--- config.mk ---
export PLATFORM = sky130hd
export DESIGN_NAME = rf_arbiter
export DESIGN_NICKNAME = d
export VERILOG_FILES = /design/src/rtl/rf_arb_pkg.sv /design/src/rtl/rf_rr_arb2.sv /design/src/rtl/rf_arbiter.sv
export SDC_FILE = /design/constraint.sdc
export NUM_CORES = 1
export LEC_CHECK = 0
export CORE_AREA = 2 2 75 77
export DETAILED_ROUTE_END_ITERATION = 6
export DIE_AREA = 0 0 77 79
export PLACE_DENSITY = 0.77
export SLEW_MARGIN = 10
export SYNTH_ARGS = -nofsm -noshare
export SYNTH_HDL_FRONTEND = slang
export SYNTH_SLANG_ARGS = --single-unit
--- constraint.sdc ---
create_clock -name clk -period 2.7 [get_ports clk]
set_input_delay 0.405 -clock clk [delete_from_list [all_inputs] [get_ports clk]]
set_output_delay 0.405 -clock clk [all_outputs]
set_load 0.1 [all_outputs]
--- src/rtl/rf_arb_pkg.sv ---
// rtl/rf_arb_pkg.sv - shared state encoding and parameter defaults for the register-file arbiter
package rf_arb_pkg;

    localparam int DEF_WIDTH   = 16;
    localparam int DEF_REGBITS = 4;

    // INIT clears every register once after reset; RUN arbitrates core and debug traffic.
    typedef enum logic {
        ST_INIT = 1'b0,
        ST_RUN  = 1'b1
    } rf_arb_state_t;

endpackage

--- src/rtl/rf_rr_arb2.sv ---
// rtl/rf_rr_arb2.sv - two-way round-robin arbiter with a single priority flop
//
// Ports:
//   clk, reset  : clock, asynchronous active-low reset
//   req[1:0]    : bit 0 = core writer, bit 1 = debug writer
//   gnt[1:0]    : one-hot grant, combinational from req and the priority flop
module rf_rr_arb2 (
    input  logic       clk,
    input  logic       reset,
    input  logic [1:0] req,
    output logic [1:0] gnt
);

    // prio_q = 0 favours the core, 1 favours debug. Only moves on contention,
    // so an uncontested requester never disturbs the fairness history.
    logic prio_q;
    logic prio_d;

    always_comb begin
        prio_d = prio_q;
        gnt    = 2'b00;
        case (req)
            2'b01: gnt = 2'b01;
            2'b10: gnt = 2'b10;
            2'b11: begin
                gnt    = prio_q ? 2'b10 : 2'b01;
                prio_d = ~prio_q;
            end
            default: gnt = 2'b00;
        endcase
    end

    always_ff @(posedge clk or negedge reset) begin
        if (!reset) begin
            prio_q <= 1'b0;
        end else begin
            prio_q <= prio_d;
        end
    end

endmodule

--- src/rtl/rf_arbiter.sv ---
// rtl/rf_arbiter.sv - register-file port arbiter between datapath write-back and a debug port
//
// Ports:
//   clk, reset                          : clock, asynchronous active-low reset
//   core_wr_req/addr/data, core_wr_gnt  : datapath write-back request and same-cycle grant
//   core_src_addr, core_dst_addr        : datapath read/destination addresses
//   core_stall                          : datapath must hold while high
//   dbg_req/we/addr/wdata, dbg_gnt      : debug access and its grant
//   dbg_rdata, dbg_rvalid               : debug read data, valid the cycle after a read grant
//   init_busy                           : post-reset register clear in progress
//   rf_regWrite/destAddr/sourceAddr/wrData, rf_readData2 : register-file control and read data
module rf_arbiter
    import rf_arb_pkg::*;
#(
    parameter int WIDTH   = DEF_WIDTH,
    parameter int REGBITS = DEF_REGBITS
) (
    input  logic               clk,
    input  logic               reset,
    input  logic               core_wr_req,
    input  logic [REGBITS-1:0] core_wr_addr,
    input  logic [WIDTH-1:0]   core_wr_data,
    output logic               core_wr_gnt,
    input  logic [REGBITS-1:0] core_src_addr,
    input  logic [REGBITS-1:0] core_dst_addr,
    output logic               core_stall,
    input  logic               dbg_req,
    input  logic               dbg_we,
    input  logic [REGBITS-1:0] dbg_addr,
    input  logic [WIDTH-1:0]   dbg_wdata,
    output logic               dbg_gnt,
    output logic [WIDTH-1:0]   dbg_rdata,
    output logic               dbg_rvalid,
    output logic               init_busy,
    output logic               rf_regWrite,
    output logic [REGBITS-1:0] rf_destAddr,
    output logic [REGBITS-1:0] rf_sourceAddr,
    output logic [WIDTH-1:0]   rf_wrData,
    input  logic [WIDTH-1:0]   rf_readData2
);

    rf_arb_state_t      state_q, state_d;
    logic [REGBITS-1:0] cnt_q, cnt_d;
    logic [WIDTH-1:0]   dbg_rdata_q, dbg_rdata_d;
    logic               dbg_rvalid_q, dbg_rvalid_d;

    logic               run;
    logic [1:0]         wr_req;
    logic [1:0]         wr_gnt;
    logic               dbg_rd;

    assign run = (state_q == ST_RUN);

    // Requests are masked in INIT so the round-robin pointer cannot move while clearing.
    assign wr_req = {run & dbg_req & dbg_we, run & core_wr_req};

    rf_rr_arb2 u_rr_arb2 (
        .clk   (clk),
        .reset (reset),
        .req   (wr_req),
        .gnt   (wr_gnt)
    );

    always_comb begin
        state_d       = state_q;
        cnt_d         = cnt_q;
        dbg_rdata_d   = dbg_rdata_q;
        dbg_rvalid_d  = 1'b0;
        dbg_rd        = 1'b0;
        core_wr_gnt   = 1'b0;
        dbg_gnt       = 1'b0;
        core_stall    = 1'b0;
        init_busy     = 1'b0;
        rf_regWrite   = 1'b0;
        rf_destAddr   = core_dst_addr;
        rf_sourceAddr = core_src_addr;
        rf_wrData     = '0;

        case (state_q)
            ST_INIT: begin
                init_busy   = 1'b1;
                core_stall  = 1'b1;
                rf_regWrite = 1'b1;
                rf_destAddr = cnt_q;
                cnt_d       = cnt_q + 1'b1;
                if (cnt_q == {REGBITS{1'b1}}) begin
                    state_d = ST_RUN;
                end
            end

            ST_RUN: begin
                // Debug reads use the second read port, so they never compete with writes.
                dbg_rd      = dbg_req & ~dbg_we;
                core_wr_gnt = wr_gnt[0];
                dbg_gnt     = wr_gnt[1] | dbg_rd;
                core_stall  = wr_gnt[1] | dbg_rd;

                if (wr_gnt[1]) begin
                    rf_destAddr = dbg_addr;
                    rf_wrData   = dbg_wdata;
                    rf_regWrite = (dbg_addr != '0);
                end else if (wr_gnt[0]) begin
                    rf_destAddr = core_wr_addr;
                    rf_wrData   = core_wr_data;
                    rf_regWrite = (core_wr_addr != '0);
                end

                if (dbg_rd) begin
                    rf_sourceAddr = dbg_addr;
                    dbg_rdata_d   = rf_readData2;
                    dbg_rvalid_d  = 1'b1;
                end
            end

            default: begin
                state_d = ST_INIT;
                cnt_d   = '0;
            end
        endcase
    end

    always_ff @(posedge clk or negedge reset) begin
        if (!reset) begin
            state_q      <= ST_INIT;
            cnt_q        <= '0;
            dbg_rdata_q  <= '0;
            dbg_rvalid_q <= 1'b0;
        end else begin
            state_q      <= state_d;
            cnt_q        <= cnt_d;
            dbg_rdata_q  <= dbg_rdata_d;
            dbg_rvalid_q <= dbg_rvalid_d;
        end
    end

    assign dbg_rdata  = dbg_rdata_q;
    assign dbg_rvalid = dbg_rvalid_q;

endmodule

==> results of run 1 <==
-- report_power, final --
| group | switching [mW] | internal (mW) |
|---|---|---|
| clock | 0.104 | 0.105 |
| sequential | 0.0246 | 0.388 |
| combinational | 0.816 | 0.415 |
-- synthesized netlist by cell type --
cell / number / area (µm²)
and2_4: 1 / 8.76
buf_2: 5 / 25.0
o2bb2ai_1: 2 / 17.5
mux2i_1: 1 / 10.0
a22o_1: 16 / 140
a221o_2: 1 / 11.3
nand2_1: 6 / 22.5
mux2_2: 21 / 236
nor2_1: 1 / 3.75
a31oi_1: 1 / 6.26
and3_4: 1 / 11.3
dfrtp_1: 23 / 576
o21ai_0: 2 / 10.0
a21bo_1: 1 / 10.0
xnor2_1: 4 / 35.0
a21o_1: 2 / 15.0
nand3_1: 4 / 20.0
a41oi_1: 1 / 8.76
a21oi_1: 1 / 5.00
inv_1: 4 / 15.0
o22ai_1: 1 / 6.26
nand2b_2: 1 / 8.76
nor2b_1: 2 / 12.5
or4_1: 2 / 15.0
ha_1: 1 / 12.5
buf_6: 2 / 22.5
a221o_1: 2 / 20.0
-- worst paths after layout --
kind / startpoint / endpoint / slack, ns
worst min-delay path: reset / dbg_rdata[7] / 0.49
worst min register to register: cnt_q[0] / cnt_q[0] / 0.49
max in group asynchronous: reset / cnt_q[3] / 1.98
min in group clk: cnt_q[0] / cnt_q[0] / 0.49
worst max register to register: run / dbg_rdata[6] / 1.01
worst max-delay path: dbg_we / rf_destAddr[2] / 0.27
-- worst max-delay path, cell delays in order --
cell	delay (ns)
clkdlybuf4s50_1	0.53
and2_4	0.20
a21oi_1	0.07
buf_4	0.21
a221o_2	0.43
buf_12	0.17
-- state kept, by name, summed over array words and instances (netlist names) --
name / cells
dbg_rdata: 16
cnt_q: 4
dbg_rvalid: 1
run: 1
u_rr_arb2.prio_q: 1
-- per-layer routing --
metal | GRT usage (%) | vias up | routed length [µm]
met5 | 0 | - | 0
met4 | 3.21 | 0 | 15
met3 | 6.36 | 2 | 585
met2 | 24.0 | 86 | 2080
met1 | 18.3 | 634 | 1940
li1 | - | 634 | -
-- logic make-up after synthesis --
kind of cell | synth area share [%]
buffers and inverters | 4.87
and+or+nand+nor | 7.98
muxes | 19.2
xor gates and xnor gates | 2.73
AOI/OAI and AO/OA | 19.5
adders and majority gates | 0.974
DFF | 44.8
-- per-stage QoR --
stage	std cells	setup WS (ns)	cell area, µm²	hold WS, ns
6_report	295	0.274	2780	0.492
5_1_grt	295	0.233	2780	0.525
2_1_floorplan	109	0.0240	1290	0.109
4_1_cts	295	0.284	2780	0.493
3_5_place_dp	291	0.285	2730	0.480
3_3_place_gp	291	0.330	2730	0.482
-- cell type report --
| type | count | area (µm²) | share of cell area (%) |
|---|---|---|---|
| Timing Repair Buffer | 117 | 1400 | 50.4 |
| Inverter | 4 | 15.0 | 0.541 |
| Tap cell | 72 | 90.1 | 3.25 |
| Sequential cell | 23 | 576 | 20.7 |
| Multi-Input combinational cell | 75 | 651 | 23.4 |
| Clock buffer | 4 | 45.0 | 1.62 |
==> impl_metrics.json, run 1 <==
{
  "antenna_cells": 0,
  "power.total_mw": 1.85,
  "hpwl_um": 3780,
  "drt_pass1_iterations": 4,
  "worst_skew_pair.late_latency_ns": 0.26,
  "io_buffers": 114,
  "end_kind": "output port",
  "synth-seq-cells": 23,
  "rows": 27,
  "grt_pass1_vias": 1395,
  "cts_buffer_depth": 2,
  "status": "finished clean",
  "drive_above_1_share_pct": 35.0,
  "drc": 0,
  "crit_arrival_ns": 2.02,
  "n_fill_cell": 480,
  "clock_sinks": 23,
  "fin_tns_setup_ns": 0,
  "grt_max_degree": 24,
  "finalCritPeriodShare_pct": 89.9,
  "fp.dieW_um": 77,
  "slew_violations": 0,
  "area_growth_pct": 116,
  "crit_required_ns": 2.30,
  "hold_buffers": 0,
  "hold_viol": 0,
  "peakVddDrop_v": 0.000385,
  "cts_tree": "done",
  "place_congestion": 0.812,
  "netlist-cell-type-count": 27,
  "final_nets": 294,
  "cap_violations": 0,
  "synthCells": 109,
  "grt_first_pass_wirelength_um": 7160,
  "vias_per_cell": 4.60,
  "worst_clock_skew_ns": 0.00299,
  "path_clk_slew_ns": 0.08,
  "wl_um": 4630,
  "final_common_cell": "clkdlybuf4s50_1",
  "start_kind": "primary input",
  "antenna_left": 0,
  "layout_common_cells": "68 x clkdlybuf4s50_1, 28 x buf_12, 23 x dfrtp_1, 21 x mux2_2, 21 x buf_4",
  "path_class": "primary input to output port",
  "grt-ovfl-total": 0,
  "cts_buffers": 3,
  "start_util_pct": 24.1,
  "vias": 1356,
  "ioPinCount": 115,
  "rr_worst_depth": 3,
  "htree_levels": 1,
  "dieArea_um2": 6080,
  "layout_min_cycle_time_ns": 2.43,
  "yosysWarnings": 0,
  "chipHeight_um": 79,
  "slew-limit-headroom_pct": 67.0,
  "rsz0062_at_grt": "false",
  "coreArea_um2": 5340,
  "power.density_nw_per_um2": 668,
  "synth_nets": 179,
  "syn-cell-area_um2": 1280,
  "root_buffer": "clkbuf_8",
  "track_usage_pct": 14.8,
  "setup_viol": 0,
  "antenna_found_initial": 0,
  "max_freq_mhz": 412,
  "hold_class": "primary input to asynchronous set/reset pin",
  "drt-wirelength-per-cell_um": 15.7,
  "worst_pin_slew_ns": 0.495,
  "ctsResizeCount": 0,
  "utilization_pct": 52.0,
  "drtIter0Drc": 18,
  "synth.avg_cell_area_um2": 11.8,
  "p_leak_nw": 1.20,
  "ys_seq_area_share_pct": 44.8,
  "critPathMaxFanout": 21,
  "cts_setup_buffers": 0
}
Note: power is estimated with default switching activity, not from simulation.
==> run 2: changes to the inputs <==
Settings changed: RECOVER_POWER set to 50.
==> impl_metrics.json, run 2 (same netlist as run 1, synthesis figures left out) <==
{
  "status": "finished clean",
  "path_clk_slew_ns": 0.08,
  "end_kind": "output port",
  "largest_reg_flops": 16,
  "crit_required_ns": 2.30,
  "chipHeight_um": 79,
  "slew_violations": 0,
  "clock_sinks": 23,
  "drive_above_1_share_pct": 26.9,
  "max_freq_mhz": 402,
  "antenna_left": 0,
  "cts_buffer_depth": 2,
  "ioPinCount": 115,
  "instances_no_fill": 296,
  "start_kind": "primary input",
  "htree_levels": 1,
  "rows": 27,
  "fp.dieW_um": 77,
  "grt_max_degree": 24,
  "dpl-instance-area_um2": 2730,
  "ctsResizeCount": 0,
  "setup_slack_ns": 0.215,
  "grt_pass1_vias": 1395,
  "critPathMaxFanout": 21,
  "io_buffers": 114,
  "vias": 1351,
  "hpwl_um": 3780,
  "rsz0062_at_grt": "false",
  "cts_tree": "done",
  "drc": 0,
  "setup_viol": 0,
  "finalCritPeriodShare_pct": 92.0,
  "finalInstanceArea_um2": 2710,
  "drt_pass1_iterations": 4,
  "cts_buffers": 3,
  "layout_min_cycle_time_ns": 2.49,
  "antenna_found_initial": 1,
  "coreArea_um2": 5340,
  "wl_um": 4620,
  "utilization_pct": 50.8,
  "worst_skew_pair.late_latency_ns": 0.26,
  "place_congestion": 0.812,
  "drt-wirelength-per-cell_um": 15.6,
  "start_util_pct": 24.1,
  "path_class": "primary input to output port",
  "root_buffer": "clkbuf_8",
  "dieArea_um2": 6080,
  "hold_class": "flip-flop to flip-flop",
  "final_common_cell": "clkdlybuf4s50_1",
  "slew-limit-headroom_pct": 17.4,
  "cts_setup_buffers": 0,
  "final_nets": 294,
  "vias_per_cell": 4.56,
  "grt-ovfl-total": 0,
  "fin_tns_setup_ns": 0,
  "grt_first_pass_wirelength_um": 7160,
  "track_usage_pct": 14.8,
  "hold_buffers": 0,
  "drtIter0Drc": 15,
  "crit_arrival_ns": 2.08,
  "cap_violations": 0,
  "peakVddDrop_v": 0.000377,
  "worst_pin_slew_ns": 1.24,
  "layout_common_cells": "66 x clkdlybuf4s50_1, 28 x buf_12, 23 x dfrtp_1, 21 x mux2_2, 19 x clkbuf_1",
  "placed_cells": 291,
  "area_growth_pct": 111,
  "worst_clock_skew_ns": 0.00250,
  "dp_slack_ns": 0.285,
  "hold_viol": 0,
  "p_leak_nw": 1.14,
  "power.density_nw_per_um2": 670
}
## run 2: final cells by class
| class | instances | area [µm²] |
|---|---|---|
| Inverter | 4 | 15.0 |
| Antenna cell | 1 | 2.50 |
| Sequential cell | 23 | 576 |
| Multi-Input combinational cell | 75 | 651 |
| Tap cell | 72 | 90.1 |
| Fill cell | 499 | 2630 |
| Timing Repair Buffer | 117 | 1330 |
| Clock buffer | 4 | 45.0 |
## run 2: metal layers
layer,up-vias,part of all wire [%],global-route usage (%)
li1,636,-,-
met1,629,43,18.3
met2,84,45,24.0
met3,2,12,6.36
met4,0,0.32,3.21
met5,-,0,0
## run 2: through the flow
stage               hold WS, ns  total power [mW]
floorplan                 0.109              1.21
global placement          0.482              1.65
detailed placement        0.480              1.65
CTS                       0.493              1.87
global route              0.525              1.88
finish                    0.492              1.82
## run 2: path summary, 6_finish.rpt
kind | from | end | slack (ns) | depth (start not counted)
setup reg to reg | run | dbg_rdata[6] | 1.02 | 3
min in group asynchronous | reset | dbg_rdata[11] | 0.92 | 2
max in group asynchronous | reset | cnt_q[3] | 1.05 | 2
setup / recovery | dbg_req | rf_destAddr[2] | 0.21 | 6
hold reg to reg | cnt_q[0] | cnt_q[0] | 0.49 | 1
hold / removal | cnt_q[0] | cnt_q[0] | 0.49 | 1
## run 2: where the power goes
group | switching [mW] | leakage, nW | total (mW) | internal (mW)
Combinational | 0.816 | 0.836 | 1.20 | 0.382
Clock | 0.103 | 0.0228 | 0.208 | 0.105
Sequential | 0.0237 | 0.277 | 0.412 | 0.388
## run 2: worst max-delay path, cell delays in order
cell,delay (ns)
dlygate4sd3_1,0.59
and2_4,0.20
a21oi_1,0.07
buf_4,0.21
a221o_2,0.43
buf_12,0.17
